--- config.mk ---
export PLATFORM = sky130hd
export DESIGN_NAME = msoc_reset_seq
export DESIGN_NICKNAME = d
export VERILOG_FILES = /design/src/rtl/msoc_rstseq_pkg.sv /design/src/rtl/msoc_brk_filter.sv /design/src/rtl/msoc_reset_seq.sv
export SDC_FILE = /design/constraint.sdc
export NUM_CORES = 1
export LEC_CHECK = 0
export BUFFER_PORTS_ARGS = -buffer_cell sky130_fd_sc_hd__buf_2
export CAP_MARGIN = 0
export CORE_ASPECT_RATIO = 1.4
export CORE_MARGIN = 2
export CORE_UTILIZATION = 54
export CTS_CLUSTER_DIAMETER = 100
export DETAILED_ROUTE_END_ITERATION = 6
export PLACE_DENSITY = 0.85
export RECOVER_POWER = 100
export SYNTH_ARGS = -nofsm -noshare
export SYNTH_HDL_FRONTEND = slang
export SYNTH_SLANG_ARGS = --single-unit
--- constraint.sdc ---
create_clock -name msoc_clk -period 3.1 [get_ports msoc_clk]
set_clock_uncertainty 0.05 [all_clocks]
set_input_delay 0.62 -clock msoc_clk [delete_from_list [all_inputs] [get_ports msoc_clk]]
set_output_delay 0.62 -clock msoc_clk [all_outputs]
set_load 0.05 [all_outputs]
--- src/rtl/msoc_rstseq_pkg.sv ---
// Shared state encoding, parameter defaults and small helpers for the
// msoc_reset_seq reset sequencer.
package msoc_rstseq_pkg;

    typedef enum logic [2:0] {
        ST_HOLD    = 3'd0,
        ST_RELEASE = 3'd1,
        ST_RUN     = 3'd2,
        ST_BREAK   = 3'd3,
        ST_HALT    = 3'd4
    } seq_state_t;

    localparam int NCH_DEF         = 4;
    localparam int HOLD_CYC_DEF    = 10;
    localparam int STAGGER_DEF     = 2;
    localparam int BRK_FILT_DEF    = 3;
    localparam int MAX_RESTART_DEF = 3;
    localparam int WDT_W_DEF       = 16;

    function automatic logic [7:0] sat_inc8(input logic [7:0] v);
        return (v == 8'hFF) ? v : v + 8'd1;
    endfunction

endpackage

--- src/rtl/msoc_brk_filter.sv ---
// Consecutive-high filter: hit asserts on the BRK_FILT-th consecutive high
// sample of din; any low sample or clr restarts the count.
module msoc_brk_filter
    import msoc_rstseq_pkg::*;
#(
    parameter int BRK_FILT = BRK_FILT_DEF
) (
    input  logic msoc_clk,
    input  logic rstn,
    input  logic clr,
    input  logic din,
    output logic hit
);

    localparam int CW = $clog2(BRK_FILT + 1);
    localparam logic [CW-1:0] LAST = CW'(BRK_FILT - 1);

    logic [CW-1:0] cnt_reg;

    always_ff @(posedge msoc_clk) begin
        if (!rstn || clr || !din) begin
            cnt_reg <= '0;
        end else if (cnt_reg != LAST) begin
            cnt_reg <= cnt_reg + 1'b1;
        end
    end

    assign hit = din && (cnt_reg == LAST);

endmodule

--- src/rtl/msoc_reset_seq.sv ---
// Staggered multi-channel reset sequencer with break/restart budget.
// Optional watchdog enabled by defining MSOC_RSTSEQ_WDT_EN.
module msoc_reset_seq
    import msoc_rstseq_pkg::*;
#(
    parameter int NCH         = NCH_DEF,
    parameter int HOLD_CYC    = HOLD_CYC_DEF,
    parameter int STAGGER     = STAGGER_DEF,
    parameter int BRK_FILT    = BRK_FILT_DEF,
    parameter int MAX_RESTART = MAX_RESTART_DEF,
    parameter int WDT_W       = WDT_W_DEF
) (
    input  logic             msoc_clk,
    input  logic             rstn,
    input  logic             u_break,
    input  logic             sw_rst_req,
    input  logic             wdt_kick,
    input  logic [WDT_W-1:0] wdt_limit,
    output logic [NCH-1:0]   rst_out_n,
    output logic             done,
    output logic             halt,
    output logic             wdt_fired,
    output logic [7:0]       restart_cnt,
    output logic [2:0]       seq_state
);

    localparam int SEQ_END = HOLD_CYC + (NCH - 1) * STAGGER;
    localparam int CW      = $clog2(SEQ_END + 2);
    localparam logic [7:0] MAX_R = 8'(MAX_RESTART);

    seq_state_t     state_reg, state_next;
    logic [CW-1:0]  cyc_reg, cyc_next;
    logic [NCH-1:0] rst_n_reg, rst_n_next;
    logic [NCH-1:0] rel_hit;
    logic [7:0]     restart_reg, restart_next;
    logic           fired_reg, fired_next;
    logic           brk_hit, wdt_hit;

    msoc_brk_filter #(.BRK_FILT(BRK_FILT)) u_filter (
        .msoc_clk (msoc_clk),
        .rstn     (rstn),
        .clr      (state_reg != ST_RUN),
        .din      (u_break),
        .hit      (brk_hit)
    );

    // Channel gi is released on the edge where the sequence counter hits its slot.
    generate
        for (genvar gi = 0; gi < NCH; gi++) begin : g_rel
            assign rel_hit[gi] = (cyc_reg == CW'(HOLD_CYC + gi * STAGGER));
        end
    endgenerate

`ifdef MSOC_RSTSEQ_WDT_EN
    logic [WDT_W-1:0] wdt_cnt_reg;

    always_ff @(posedge msoc_clk) begin
        if (!rstn || state_reg != ST_RUN || wdt_kick) begin
            wdt_cnt_reg <= '0;
        end else begin
            wdt_cnt_reg <= wdt_cnt_reg + 1'b1;
        end
    end

    // Fires on the RUN cycle whose increment would reach the limit.
    assign wdt_hit = (state_reg == ST_RUN) && !wdt_kick && (wdt_limit != '0) &&
                     (({1'b0, wdt_cnt_reg} + {{WDT_W{1'b0}}, 1'b1}) == {1'b0, wdt_limit});
    assign wdt_fired = fired_reg;
`else
    logic unused_wdt;
    assign wdt_hit    = 1'b0;
    assign wdt_fired  = 1'b0;
    assign unused_wdt = ^{wdt_kick, wdt_limit, fired_reg};
`endif

    always_comb begin
        state_next   = state_reg;
        cyc_next     = cyc_reg;
        rst_n_next   = rst_n_reg;
        restart_next = restart_reg;
        fired_next   = fired_reg;
        case (state_reg)
            ST_HOLD: begin
                cyc_next   = cyc_reg + 1'b1;
                rst_n_next = '0;
                if (rel_hit[0]) begin
                    rst_n_next[0] = 1'b1;
                    state_next    = (NCH == 1) ? ST_RUN : ST_RELEASE;
                end
            end
            ST_RELEASE: begin
                if (sw_rst_req) begin
                    state_next = ST_HOLD;
                    cyc_next   = '0;
                    rst_n_next = '0;
                end else begin
                    cyc_next   = cyc_reg + 1'b1;
                    rst_n_next = rst_n_reg | rel_hit;
                    if (rel_hit[NCH-1]) state_next = ST_RUN;
                end
            end
            ST_RUN: begin
                // Software request outranks a break or timeout on the same edge.
                if (sw_rst_req) begin
                    state_next = ST_HOLD;
                    cyc_next   = '0;
                    rst_n_next = '0;
                end else if (brk_hit || wdt_hit) begin
                    state_next   = ST_BREAK;
                    rst_n_next   = '0;
                    restart_next = sat_inc8(restart_reg);
                    fired_next   = fired_reg | wdt_hit;
                end
            end
            ST_BREAK: begin
                cyc_next   = '0;
                rst_n_next = '0;
                state_next = (restart_reg >= MAX_R) ? ST_HALT : ST_HOLD;
            end
            ST_HALT: begin
                rst_n_next = '0;
                if (sw_rst_req) begin
                    state_next   = ST_HOLD;
                    cyc_next     = '0;
                    restart_next = '0;
                end
            end
            default: begin
                state_next = ST_HOLD;
                cyc_next   = '0;
                rst_n_next = '0;
            end
        endcase
    end

    always_ff @(posedge msoc_clk) begin
        if (!rstn) begin
            state_reg   <= ST_HOLD;
            cyc_reg     <= '0;
            rst_n_reg   <= '0;
            restart_reg <= '0;
            fired_reg   <= 1'b0;
        end else begin
            state_reg   <= state_next;
            cyc_reg     <= cyc_next;
            rst_n_reg   <= rst_n_next;
            restart_reg <= restart_next;
            fired_reg   <= fired_next;
        end
    end

    assign rst_out_n   = rst_n_reg;
    assign done        = (state_reg == ST_RUN);
    assign halt        = (state_reg == ST_HALT);
    assign restart_cnt = restart_reg;
    assign seq_state   = state_reg;

endmodule

==> metrics.md <==
| Metric | Value |
|---|---|
| Post-CTS setup buffer count | 0 |
| CTS clk-pin slew, worst paths | 0.12 ns |
| Via Count | 1,148 |
| Syn Inst Count | 144 |
| Synth area leaders | dfxtp_1, a31oi_1, ha_1, nor2_1, nand2_1 |
| Critical path capture point type | output port |
| CTS H-Tree Depth | 1 |
| Die area | 0.00272 sq mm |
| Largest area contributor in the netlist | dfxtp_1 |
| Clk sinks | 22 |
| Worst skew pair latency | 0.32 ns |
| Die height | 60.9 microns |
| Via density | 6.27 |
| FP Rows | 20 |
| Post-synth cell types | 42 |
| Ports | 39 |
| Combinational family with the most area after synthesis | simple AND/OR/NAND/NOR gates |
| Final setup viols | 0 |
| Tmin final | 2.57 ns |
| Die X-Extent | 44.6 microns |
| Slew margin rel. | 35.2% |
| EDFF count, synth | 0 |
| Pin count of the biggest net entering global routing | 17 |
| Total grt overflow | 0 |
| CTS tree | done |
| Max FFs per register | 8 |
| Drt wl/cell | 14.8 microns |
| Root Driver | clkbuf_4 |
| Synth Area in Adders | 5.81% |
| Effective utilization at floorplan | 57.4% |
| Mux contribution to synthesized area | 0.802% |
| Sw Ratio | 26.9% |
| Synth Area in Compound Gates | 18.8% |
| Mapped Nets | 170 |
| Final ANT Viol Nets | 0 |
| FF-to-FF setup slack | 0.73 ns |
| Fin. max-slew vios | 0 |
| IR drop worst, VDD | 189 uV |
| Final Cycle Share | 83.1% |
| CTS Buf Count | 3 |
| Starting DRT DRC Count | 46 |
| DRT Wirelength | 2700 microns |
| Commonest cells after routing, fill and taps aside | dfxtp_1, clkbuf_1, nor2_1 |
| GP Congestion | 0.907 |
| IO buf count | 20 |
| Clk pwr share | 27.7% |
| Vias in the first global route | 1,031 |
| Synth Register Bits | 22 |
| Critical Path Start Type | flop |
| HP Class | flop to flop |
| Synthesis-to-layout area growth | 4.11% |
| WP data required | 2.43 ns |
| DP HPWL | 2040 microns |
| Yosys warnings | 0 |
| Synth Cell Area | 0.00125 sq mm |
| Synth Flop Type | dfxtp_1 |
| Leakage | 0.470 nW |
| Simple-gate share of the synthesized area | 30.9% |
| Synthesized-area fraction occupied by xor and xnor cells | 3.51% |
| Switch Pwr | 0.128 mW |
| Status | complete, no violations |
| Slew @ Worst Pin | 0.966 ns |
| Critical path peak fanout | 14 |
| Clock buffer depth | 2 |
| PwrDens | 367 mW/mm^2 |
| Combinational power share | 10.1% |
| Final Power | 0.477 mW |
| RSZ-0062 raised after global routing | false |
| Max Cap Viol | 0 |
| Commonest non-fill, non-tap cell in the layout | dfxtp_1 |
| Int Power | 0.349 mW |
| Global-route wire length before repair | 4460 microns |
| Diodes inserted | 0 |
| Setup TNS | 0 ns |
| Worst path arrival time | 1.90 ns |
| CP Class | flop to output port |
| Synthesized area per cell | 8.67 sq um |
| Asr flop ratio synth | 0% |
| Initial antenna violation count | 0 |
| Total GRT Usage | 22.6% |
| Share of the synthesized area in the top cell type | 35.3% |
| Pre-antenna DRT Iters | 4 |
| Seq/Total Area, Yosys | 35.3% |
| Residual DRC | 0 |
| Fin. Hold Viols | 0 |
| Seq pwr share | 62.2% |
| Resize count post-CTS | 0 |
| Nets | 189 |
| CTS Hold Bufs | 0 |
| Layout cells sized above 1 | 4.97% |
| Area of the core | 0.00218 sq mm |
| F_max | 388 MHz |
-- final timing paths --
path,cells past startpoint,startpoint,end
min,2,rst_out_n[3],rst_out_n[3]
max reg2reg,5,restart_cnt[0],restart_cnt[3]
min reg2reg,2,rst_out_n[3],rst_out_n[3]
max,3,seq_state[1],done
-- cell families (layout without fill, tap and decap cells) --
kind of cell / Yosys count / count (layout)
compound gates: 33 / 33
xor+xnor: 5 / 5
fa+ha+maj: 6 / 6
buf+inv: 10 / 27
flops: 22 / 22
mux: 1 / 1
other cells: 1 / 1
simple gates: 66 / 66
-- critical path, stage by stage (launching register included) --
cell      delay (ns)
dfxtp_1         0.61
nor2b_1         0.33
nor2b_1         0.18
clkbuf_1        0.47
-- layout make-up --
cell class	count	area, sq um
Fill cell	204	877
Tap cell	22	27.5
Inverter	4	15.0
Timing Repair Buffer	20	80.1
Multi-Input combinational cell	112	714
Sequential cell	22	440
Clock buffer	3	22.5
-- synth_stat cells (2+ instances only) --
cell	count
o21ai_0	4
nor2_1	15
buf_6	2
nand3b_1	3
and4_1	2
inv_1	4
dfxtp_1	22
ha_1	5
a311oi_1	2
nor2b_1	5
xnor2_1	3
and3_1	2
xor2_1	2
nand2b_1	6
a21boi_0	2
nand2_1	14
a31oi_1	10
clkbuf_1	2
nor3_1	3
a21oi_1	7
nand3_1	8
-- layer usage --
layer / GRT usage [%] / vias up / share of wire [%]
met1: 22.8 / 553 / 39
met2: 43.3 / 29 / 55
met5: 0 / - / 0
met3: 3.57 / 9 / 2.9
li1: - / 557 / -
met4: 11.7 / 0 / 2.7
-- per-stage QoR --
stage          cells  cell area, sq um  hold WS (ns)  util [%]  setup WS, ns
6_report         183              1300         0.436      59.7         0.525
5_1_grt          183              1300         0.477      59.7         0.422
4_1_cts          183              1360         0.443      62.3         0.745
3_3_place_gp     180              1330         0.399      61.3          1.13
2_1_floorplan    144              1250         0.413         -         0.503
3_5_place_dp     180              1330         0.415      61.3          1.09
-- power by group through the flow --
stage          logic, mW  clock network [mW]  registers, mW
4_1_cts           0.0509               0.134          0.297
6_report          0.0480               0.132          0.297
3_3_place_gp      0.0487                   0          0.303
3_5_place_dp      0.0506                   0          0.303
5_1_grt           0.0525               0.146          0.298
2_1_floorplan     0.0329                   0          0.309
(Power assumes the default switching activity.)
